File: src/rtl/lsu_bus_adapter_if.sv
// CPU request/response and byte-serial bus handshake signals of the load/store adapter.
// The adapter connects through the slave modport; the CPU/bus environment uses master.
interface lsu_bus_adapter_if #(
    parameter int ADDR_W = 18
);
    logic              req_valid;
    logic              req_write;
    logic [2:0]        req_funct3;
    logic [31:0]       req_addr;
    logic [31:0]       req_wdata;
    logic              busy;
    logic              resp_done;
    logic              resp_fault;
    logic [31:0]       resp_rdata;
    logic [ADDR_W-1:0] bus_target_address;
    logic [2:0]        bus_num_bytes;
    logic              bus_is_write;
    logic [31:0]       bus_write_value;
    logic              bus_start_request;
    logic              bus_request_done;
    logic [31:0]       bus_fetched_value;

    modport slave (
        input  req_valid, req_write, req_funct3, req_addr, req_wdata,
        input  bus_request_done, bus_fetched_value,
        output busy, resp_done, resp_fault, resp_rdata,
        output bus_target_address, bus_num_bytes, bus_is_write, bus_write_value,
        output bus_start_request
    );

    modport master (
        output req_valid, req_write, req_funct3, req_addr, req_wdata,
        output bus_request_done, bus_fetched_value,
        input  busy, resp_done, resp_fault, resp_rdata,
        input  bus_target_address, bus_num_bytes, bus_is_write, bus_write_value,
        input  bus_start_request
    );
endinterface

File: src/rtl/lsu_bus_adapter.sv
// Turns one RV32E load/store into a held start/done bus transaction, extends load data
// and reports decode faults or bus timeouts as a single-cycle response.
module lsu_bus_adapter #(
    parameter int ADDR_W         = 18,
    parameter int TIMEOUT_CYCLES = 4096
) (
    input  logic                   clk,
    input  logic                   rst_n,
    lsu_bus_adapter_if.slave       io
);
    localparam int CNT_W = (TIMEOUT_CYCLES > 1) ? $clog2(TIMEOUT_CYCLES) : 1;
    localparam logic [CNT_W-1:0] CNT_LAST =
        CNT_W'((TIMEOUT_CYCLES > 0) ? TIMEOUT_CYCLES - 1 : 0);
    localparam bit TIMEOUT_EN = (TIMEOUT_CYCLES != 0);

    typedef enum logic [1:0] {S_IDLE, S_REQ, S_RELEASE, S_FAULT} state_t;

    state_t            state_q, state_d;
    logic [CNT_W-1:0]  cnt_q, cnt_d;
    logic [2:0]        funct3_q, funct3_d;
    logic [ADDR_W-1:0] bus_target_address_q, bus_target_address_d;
    logic [2:0]        bus_num_bytes_q, bus_num_bytes_d;
    logic              bus_is_write_q, bus_is_write_d;
    logic [31:0]       bus_write_value_q, bus_write_value_d;
    logic              bus_start_request_q, bus_start_request_d;
    logic              resp_done_q, resp_done_d;
    logic              resp_fault_q, resp_fault_d;
    logic [31:0]       resp_rdata_q, resp_rdata_d;
    logic              timeout_hit;

    function automatic logic decode_fault(input logic wr, input logic [2:0] f3,
                                          input logic [31:0] addr);
        logic bad_region, bad_high, flash_store, bad_f3;
        bad_region  = !(addr[31:28] inside {4'h0, 4'h2, 4'h4});
        bad_high    = (addr[27:0] >> (ADDR_W - 2)) != 28'd0;
        flash_store = wr && (addr[31:28] == 4'h0);
        bad_f3      = wr ? !(f3 inside {3'b000, 3'b001, 3'b010})
                         : !(f3 inside {3'b000, 3'b001, 3'b010, 3'b100, 3'b101});
        return bad_region || bad_high || flash_store || bad_f3;
    endfunction

    // Region bits are one-hot: IO in the top bit, RAM below it, flash when both clear.
    function automatic logic [ADDR_W-1:0] decode_target(input logic [31:0] addr);
        return {addr[31:28] == 4'h4, addr[31:28] == 4'h2, addr[ADDR_W-3:0]};
    endfunction

    function automatic logic [2:0] width_bytes(input logic [2:0] f3);
        case (f3[1:0])
            2'b00:   return 3'd1;
            2'b01:   return 3'd2;
            default: return 3'd4;
        endcase
    endfunction

    function automatic logic [31:0] pad_store(input logic [2:0] f3, input logic [31:0] wdata);
        case (f3[1:0])
            2'b00:   return {24'd0, wdata[7:0]};
            2'b01:   return {16'd0, wdata[15:0]};
            default: return wdata;
        endcase
    endfunction

    function automatic logic [31:0] extend_load(input logic [2:0] f3, input logic [31:0] data);
        logic signed [7:0]  b;
        logic signed [15:0] h;
        b = data[7:0];
        h = data[15:0];
        case (f3)
            3'b000:  return 32'(b);
            3'b001:  return 32'(h);
            3'b100:  return {24'd0, data[7:0]};
            3'b101:  return {16'd0, data[15:0]};
            default: return data;
        endcase
    endfunction

    assign timeout_hit = TIMEOUT_EN && (cnt_q == CNT_LAST);

    always_comb begin
        state_d              = state_q;
        cnt_d                = cnt_q;
        funct3_d             = funct3_q;
        bus_target_address_d = bus_target_address_q;
        bus_num_bytes_d      = bus_num_bytes_q;
        bus_is_write_d       = bus_is_write_q;
        bus_write_value_d    = bus_write_value_q;
        bus_start_request_d  = bus_start_request_q;
        resp_done_d          = 1'b0;
        resp_fault_d         = resp_fault_q;
        resp_rdata_d         = resp_rdata_q;
        unique case (state_q)
            S_IDLE: begin
                if (io.req_valid) begin
                    funct3_d = io.req_funct3;
                    cnt_d    = '0;
                    if (decode_fault(io.req_write, io.req_funct3, io.req_addr)) begin
                        state_d = S_FAULT;
                    end else begin
                        bus_target_address_d = decode_target(io.req_addr);
                        bus_num_bytes_d      = width_bytes(io.req_funct3);
                        bus_is_write_d       = io.req_write;
                        bus_write_value_d    = io.req_write ?
                                               pad_store(io.req_funct3, io.req_wdata) : 32'd0;
                        bus_start_request_d  = 1'b1;
                        state_d              = S_REQ;
                    end
                end
            end
            S_REQ: begin
                // A done seen in the timeout cycle still completes the access cleanly.
                if (io.bus_request_done) begin
                    bus_start_request_d = 1'b0;
                    resp_done_d         = 1'b1;
                    resp_fault_d        = 1'b0;
                    resp_rdata_d        = extend_load(funct3_q, io.bus_fetched_value);
                    state_d             = S_RELEASE;
                end else if (timeout_hit) begin
                    bus_start_request_d = 1'b0;
                    resp_done_d         = 1'b1;
                    resp_fault_d        = 1'b1;
                    resp_rdata_d        = 32'd0;
                    state_d             = S_RELEASE;
                end else begin
                    cnt_d = cnt_q + CNT_W'(1);
                end
            end
            S_RELEASE: begin
                if (!io.bus_request_done) state_d = S_IDLE;
            end
            S_FAULT: begin
                resp_done_d  = 1'b1;
                resp_fault_d = 1'b1;
                resp_rdata_d = 32'd0;
                state_d      = S_IDLE;
            end
            default: state_d = S_IDLE;
        endcase
    end

    always_ff @(posedge clk) begin
        if (!rst_n) begin
            state_q              <= S_IDLE;
            cnt_q                <= '0;
            funct3_q             <= '0;
            bus_target_address_q <= '0;
            bus_num_bytes_q      <= '0;
            bus_is_write_q       <= 1'b0;
            bus_write_value_q    <= '0;
            bus_start_request_q  <= 1'b0;
            resp_done_q          <= 1'b0;
            resp_fault_q         <= 1'b0;
            resp_rdata_q         <= '0;
        end else begin
            state_q              <= state_d;
            cnt_q                <= cnt_d;
            funct3_q             <= funct3_d;
            bus_target_address_q <= bus_target_address_d;
            bus_num_bytes_q      <= bus_num_bytes_d;
            bus_is_write_q       <= bus_is_write_d;
            bus_write_value_q    <= bus_write_value_d;
            bus_start_request_q  <= bus_start_request_d;
            resp_done_q          <= resp_done_d;
            resp_fault_q         <= resp_fault_d;
            resp_rdata_q         <= resp_rdata_d;
        end
    end

    assign io.busy               = (state_q != S_IDLE);
    assign io.resp_done          = resp_done_q;
    assign io.resp_fault         = resp_fault_q;
    assign io.resp_rdata         = resp_rdata_q;
    assign io.bus_target_address = bus_target_address_q;
    assign io.bus_num_bytes      = bus_num_bytes_q;
    assign io.bus_is_write       = bus_is_write_q;
    assign io.bus_write_value    = bus_write_value_q;
    assign io.bus_start_request  = bus_start_request_q;
endmodule

File: src/flat_wrapper.sv
// flat-port wrapper written by rule: the top's interface ports become plain ports
module lsu_bus_adapter_flat 
#(
    parameter int ADDR_W         = 18,
    parameter int TIMEOUT_CYCLES = 4096
)
  (clk, rst_n, io_req_valid, io_req_write, io_req_funct3, io_req_addr, io_req_wdata, io_bus_request_done, io_bus_fetched_value, io_busy, io_resp_done, io_resp_fault, io_resp_rdata, io_bus_target_address, io_bus_num_bytes, io_bus_is_write, io_bus_write_value, io_bus_start_request);
  lsu_bus_adapter_if #(.ADDR_W(ADDR_W)) io_i ();
  input  logic clk;
  input  logic rst_n;
  input wire logic [$bits(io_i.req_valid)-1:0] io_req_valid;
  input wire logic [$bits(io_i.req_write)-1:0] io_req_write;
  input wire logic [$bits(io_i.req_funct3)-1:0] io_req_funct3;
  input wire logic [$bits(io_i.req_addr)-1:0] io_req_addr;
  input wire logic [$bits(io_i.req_wdata)-1:0] io_req_wdata;
  input wire logic [$bits(io_i.bus_request_done)-1:0] io_bus_request_done;
  input wire logic [$bits(io_i.bus_fetched_value)-1:0] io_bus_fetched_value;
  output wire logic [$bits(io_i.busy)-1:0] io_busy;
  output wire logic [$bits(io_i.resp_done)-1:0] io_resp_done;
  output wire logic [$bits(io_i.resp_fault)-1:0] io_resp_fault;
  output wire logic [$bits(io_i.resp_rdata)-1:0] io_resp_rdata;
  output wire logic [$bits(io_i.bus_target_address)-1:0] io_bus_target_address;
  output wire logic [$bits(io_i.bus_num_bytes)-1:0] io_bus_num_bytes;
  output wire logic [$bits(io_i.bus_is_write)-1:0] io_bus_is_write;
  output wire logic [$bits(io_i.bus_write_value)-1:0] io_bus_write_value;
  output wire logic [$bits(io_i.bus_start_request)-1:0] io_bus_start_request;
  assign io_i.req_valid = io_req_valid;
  assign io_i.req_write = io_req_write;
  assign io_i.req_funct3 = io_req_funct3;
  assign io_i.req_addr = io_req_addr;
  assign io_i.req_wdata = io_req_wdata;
  assign io_i.bus_request_done = io_bus_request_done;
  assign io_i.bus_fetched_value = io_bus_fetched_value;
  assign io_busy = io_i.busy;
  assign io_resp_done = io_i.resp_done;
  assign io_resp_fault = io_i.resp_fault;
  assign io_resp_rdata = io_i.resp_rdata;
  assign io_bus_target_address = io_i.bus_target_address;
  assign io_bus_num_bytes = io_i.bus_num_bytes;
  assign io_bus_is_write = io_i.bus_is_write;
  assign io_bus_write_value = io_i.bus_write_value;
  assign io_bus_start_request = io_i.bus_start_request;
  lsu_bus_adapter #(.ADDR_W(ADDR_W), .TIMEOUT_CYCLES(TIMEOUT_CYCLES)) u_core (.clk(clk), .rst_n(rst_n), .io(io_i));
endmodule
File: config.mk
export PLATFORM = sky130hd
export DESIGN_NAME = lsu_bus_adapter_flat
export DESIGN_NICKNAME = d
export VERILOG_FILES = /design/src/rtl/lsu_bus_adapter_if.sv /design/src/rtl/lsu_bus_adapter.sv /design/src/flat_wrapper.sv
export SDC_FILE = /design/constraint.sdc
export NUM_CORES = 1
export LEC_CHECK = 0
export CORE_ASPECT_RATIO = 0.6
export CORE_MARGIN = 2
export CORE_UTILIZATION = 33
export CTS_BUF_LIST = sky130_fd_sc_hd__clkbuf_8
export DETAILED_ROUTE_END_ITERATION = 10
export HOLD_SLACK_MARGIN = 0.02
export PLACE_DENSITY = 0.68
export SLEW_MARGIN = 5
export SYNTH_ARGS = -nofsm -noshare
export SYNTH_HDL_FRONTEND = slang
export SYNTH_SLANG_ARGS = --single-unit
File: constraint.sdc
create_clock -name clk -period 2.81 [get_ports clk]
set_input_delay 0.562 -clock clk [delete_from_list [all_inputs] [get_ports clk]]
set_output_delay 0.562 -clock clk [all_outputs]
set_load 0.01 [all_outputs]
Word level (Yosys, flattened, before mapping). Cells that the tools add are included.

Bitwise logic cells: 1. Reductions and logical operators: 25. Equality and inequality tests: 20. Add/subtract/negate cells: 1. Multiplexer cells: 29.

Operator list (number): 32-bit case mux with 2 select lines (2); 32-bit case mux with 4 select lines (1); 32-bit 2-to-1 mux (3); 12-bit 2-to-1 mux (3); 28-bit nonzero test (1); 12-bit case mux with 2 select lines (1); 12-bit by 1-bit adder with 12-bit output, second input constant (1); 12-bit == test, second input constant (1); 3-bit == test, second input constant (4); 2-bit 2-to-1 mux (5); 2-bit != test, second input constant (5); 1-bit 2-to-1 mux (9); 2-bit case mux with 4 select lines (1); 4-bit AND reduction (2); 3-bit by 1-bit == test with 1-bit output, second input constant (2); 3-bit zero test (2); 1-bit case mux with 2 select lines (3); 3-bit case mux with 2 select lines (1); 3-bit AND reduction (2); 2-bit nonzero test (3); 3-bit nonzero test (2); 5-bit nonzero test (1); 2-bit by 1-bit == test with 1-bit output, second input constant (2); 2-bit == test, second input constant (2); other kinds (11) (17).

Bits of input ports: 104. Word-level logic and storage cells: 87. Output and inout bits: 90. Register bits: 106.

Depth between registers and ports, before layout.
Word-level depth: 9. Depth in mapped cells: 8. Mapped depth without buffers: 5.

Worst setup path before layout. No wires, ideal clock.

Kind: input -> register. Start point: input port io_bus_request_done. End point: register u_core.cnt_q[11]. Stages on the path: 5. Path buffers: 1. Setup time: 72 ps. Data arrival time: 1971 ps. Path slack: 767 ps. Data required time: 2738 ps. Cells stage by stage: clkbuf_1 nor3b_1 o2111ai_1 or4_1 a21oi_1.

Longest elaborated chain between the ends: 2.

Ends and longest elaborated chain: start, declared (line flat_wrapper.sv:16) `input wire logic [$bits(io_i.bus_request_done)-1:0] io_bus_request_done;`; 2-bit != test (no source line); 4-bit AND reduction (no source line); end signal, assigned (line lsu_bus_adapter.sv:155) `cnt_q <= cnt_d;`; end, declared (line lsu_bus_adapter.sv:19) `logic [CNT_W-1:0] cnt_q, cnt_d;`.

No other way between the ends. A chain may end at the register's enable or synchronous reset.

Worst setup path in the final report.
Start point: input port io_req_valid. End point: register u_core.bus_write_value_q[12], in the netlist u_core.io.bus_write_value[12].

Longest elaborated chain between the ends: 1.

Ends and longest elaborated chain: start, declared (line flat_wrapper.sv:11) `input wire logic [$bits(io_i.req_valid)-1:0] io_req_valid;`; 3-bit AND reduction (no source line); end signal, assigned (line lsu_bus_adapter.sv:160) `bus_write_value_q <= bus_write_value_d;`; end, declared (line lsu_bus_adapter.sv:24) `logic [31:0] bus_write_value_q, bus_write_value_d;`.

No other way between the ends.

==> impl_metrics.csv <==
group,metric,value,unit
run_status,outcome,"completed",
place,post-dp-hpwl,9680,um
hold_path,hp-class,"register to register",
setup_path,r2r_start,"u_core.cnt_q[0]",
drt,drtIter0Drc,211,
logic_synthesis,synth.cell_area,0.00445,mm^2
setup_path,cp-start-kind,"primary input",
timing,drv_slew,0,
logic_synthesis,yosysWarnings,0,
pwr,ir_worst_vdd,0.000201,V
pwr,seqPwrFrac,54.2,%
place,gp_congestion,0.820,
timing,post-route-period-util,77.7,%
timing,fin_crit,2.18,ns
floorplanning,dieArea,0.0145,mm^2
drt,drtAntennaViolNets,0,
floorplanning,core,0.0130,mm^2
logic_synthesis,synthFlopType,"dfxtp_1",
floorplanning,initial_core_util,34.2,%
clocking,cts_resized,0,
setup_path,arrival,2.47,ns
hold_path,min_to,"u_core.io.bus_target_address[4]",
logic_synthesis,ys_seq_elements,106,
global_route,grt_overflow_total,0,
setup_path,worstPathMaxFanout,15,
drt,num_vias,4273,
clocking,worst_skew_pair.late_latency,0.36,ns
clocking,cts_buffers,9,
global_route,grt_usage,18.2,%
clocking,path_clk_slew,0.10,ns
clocking,cts_hold_buf,0,
timing,tightest_slew,0.881,ns
global_route,grt_pass1_wl,21100,um
timing,setup-violations-final,0,
timing,slew_headroom,41.2,%
finish,final_net_count,780,
logic_synthesis,synth_area_per_cell,9.03,um^2
logic_synthesis,async_flop_share,0,%
clocking,cts_sinks,106,
global_route,grt_pass1_vias,4160,
global_route,grt_max_degree,60,
logic_synthesis,seq_area_frac_synth,47.7,%
finish,n_fill_cell,1205,
setup_path,slowest_delay,0.47,ns
pwr,p_comb_share,12.9,%
setup_path,r2r_end,"u_core.io.resp_rdata[24]",
floorplanning,rows,32,
pwr,clockPowerShare,32.9,%
clocking,tritoncts,"yes",
pwr,intPower,2.18,mW
finish,area.sequential,0.00212,mm^2
finish,final_common_cell,"clkdlybuf4s50_1",
finish,multi_input_area,0.00213,mm^2
timing,tns,0,ns
clocking,cts-root-buf,"clkbuf_8",
pwr,p_leak,2.30,nW
logic_synthesis,yosys.cell_types.count,49,
clocking,cts_setup_buffers,0,
logic_synthesis,synth_edf_count,0,
hold_path,hold_depth,2,
place,dpl_worst_slack,0.301,ns
timing,rsz0062_at_grt,"false",
timing,hold_viol,0,
drt,via_per_inst,5.03,
floorplanning,die_h,94.0,um
clocking,cts_buffer_depth,2,
floorplanning,io_pins,194,
drt,first_pass_iters,5,
pwr,p_total,2.87,mW
drt,wl_per_cell,15.6,um
place,io_buffers,193,
pwr,power_density,426,mW/mm^2
finish,drive_gt1_share,5.74,%
finish,area_growth,51.2,%
pwr,switching_share,24.2,%
setup_path,crit_type,"primary input to register",
setup_path,cp_common_cell,"buf_4",
run,cap_violations,0,
setup_path,crit_slowest_cell,"clkdlybuf4s50_1",
hold_path,hp-start,"u_core.io.bus_target_address[4]",
setup_path,worstPathRequired,3.10,ns
global_route,grt_antenna_before_repair,0,
finish,antennaDiodeCount,0,
timing,worst_slack,0.628,ns
setup_path,path_cells,"clkdlybuf4s50_1, or3b_1, nor4_2, buf_4, buf_4, mux2i_1",
finish,layout_common_cells,"clkdlybuf4s50_1, nand2_1, dfxtp_1, mux2i_1",
setup_path,endpoint_kind,"register",
setup_path,r2r_slack,0.74,ns
setup_path,reg2reg_depth,5,
timing,fin_skew,0.0108,ns
clocking,htree_levels,3,
logic_synthesis,syn-instance-count,493,
logic_synthesis,synth_nets,598,
drt,wl,13200,um
floorplanning,die_w,154,um
timing,fmax,0.458,GHz
pwr,power_switching,0.693,mW
drt,drc_errors,0,
synthesized netlist by cell type (all sizes together), types with 2 or more instances:
master	count	area, um^2
nor3	2	10.0
mux2i	56	561
inv	4	15.0
nand3	17	85.1
and3	4	30.0
a32oi	8	70.1
nand3b	2	15.0
nor4	6	37.5
nor3b	2	20.0
a31oi	9	56.3
nand4	3	25.0
nand4b	2	17.5
o211a	2	20.0
or4	6	48.8
or3	3	18.8
dfxtp	106	2120
a22o	16	140
nor2	23	86.3
buf	12	95.1
a21oi	23	115
o31ai	5	37.5
clkbuf	25	93.8
and2	3	18.8
nand2b	17	106
o21ai	14	70.1
nand2	108	405
registers in the layout (all words and copies together) (netlist names):
signal                        count
u_core.io.bus_write_value        32
u_core.io.resp_rdata             32
u_core.io.bus_target_address     18
u_core.cnt_q                     12
u_core.funct3_q                   3
u_core.io.bus_num_bytes           3
u_core.state_q                    2
u_core.io.bus_is_write            1
u_core.io.bus_start_request       1
u_core.io.resp_done               1
u_core.io.resp_fault              1
cell families after synthesis:
kind of cell               synth area share (%)
DFF                                        47.7
adders and majority gates                 0.281
and+or+nand+nor                            21.7
AOI/OAI and AO/OA                          13.0
buffers and inverters                      4.58
muxes                                      12.8
how the worst max path moves through the flow:
stage | startpoint | to | depth (start not counted)
4_1_cts | u_core.state_q[1] | io_busy | 2
2_1_floorplan | io_bus_request_done | u_core.cnt_q[11] | 5
5_1_grt | io_req_funct3[0] | u_core.io.bus_write_value[15] | 7
3_5_place_dp | io_req_valid | u_core.io.bus_write_value[12] | 6
6_report | io_req_valid | u_core.io.bus_write_value[12] | 6
3_3_place_gp | io_req_valid | u_core.io.bus_num_bytes[0] | 6
routing by layer:
layer / share of wire (%) / wire (um) / up-vias / GRT usage [%]
met4: 0.94 / 124 / 0 / 3.97
met5: 0 / 0 / - / 0
met1: 46 / 6110 / 2004 / 23.2
met2: 44 / 5770 / 167 / 29.5
met3: 9.3 / 1230 / 10 / 6.92
li1: - / - / 2092 / -
power groups by stage:
stage / registers, mW / logic [mW] / clock network [mW]
after floorplan: 1.58 / 0.147 / 0
after global placement: 1.59 / 0.363 / 0
after detailed placement: 1.59 / 0.370 / 0
after CTS: 1.55 / 0.372 / 0.981
after global routing: 1.56 / 0.400 / 1.04
final: 1.55 / 0.371 / 0.943
stage by stage:
| stage | util [%] | hold slack (ns) | std cells | area [um^2] |
|---|---|---|---|---|
| final | 51.7 | 0.459 | 850 | 6730 |
| after global routing | 51.7 | 0.485 | 850 | 6730 |
| after CTS | 51.7 | 0.463 | 850 | 6730 |
| after detailed placement | 50.2 | 0.446 | 834 | 6540 |
| after global placement | 50.2 | 0.442 | 834 | 6540 |
| after floorplan | - | 0.445 | 493 | 4450 |
critical path, delay by kind of cell:
family                 cells  cell delay (ns)
buffers and inverters      3             0.94
AND/OR/NAND/NOR            2             0.74
multiplexers               1             0.23
area by class of cell:
cell class,instances,area share (%)
Clock buffer,10,2.04
Tap cell,170,3.16
Inverter,4,0.223
Clock inverter,6,0.873
Timing Repair Buffer,208,30.5
Sequential cell,106,31.5
Multi-Input combinational cell,346,31.7
Power figures use the tool's default switching activity.
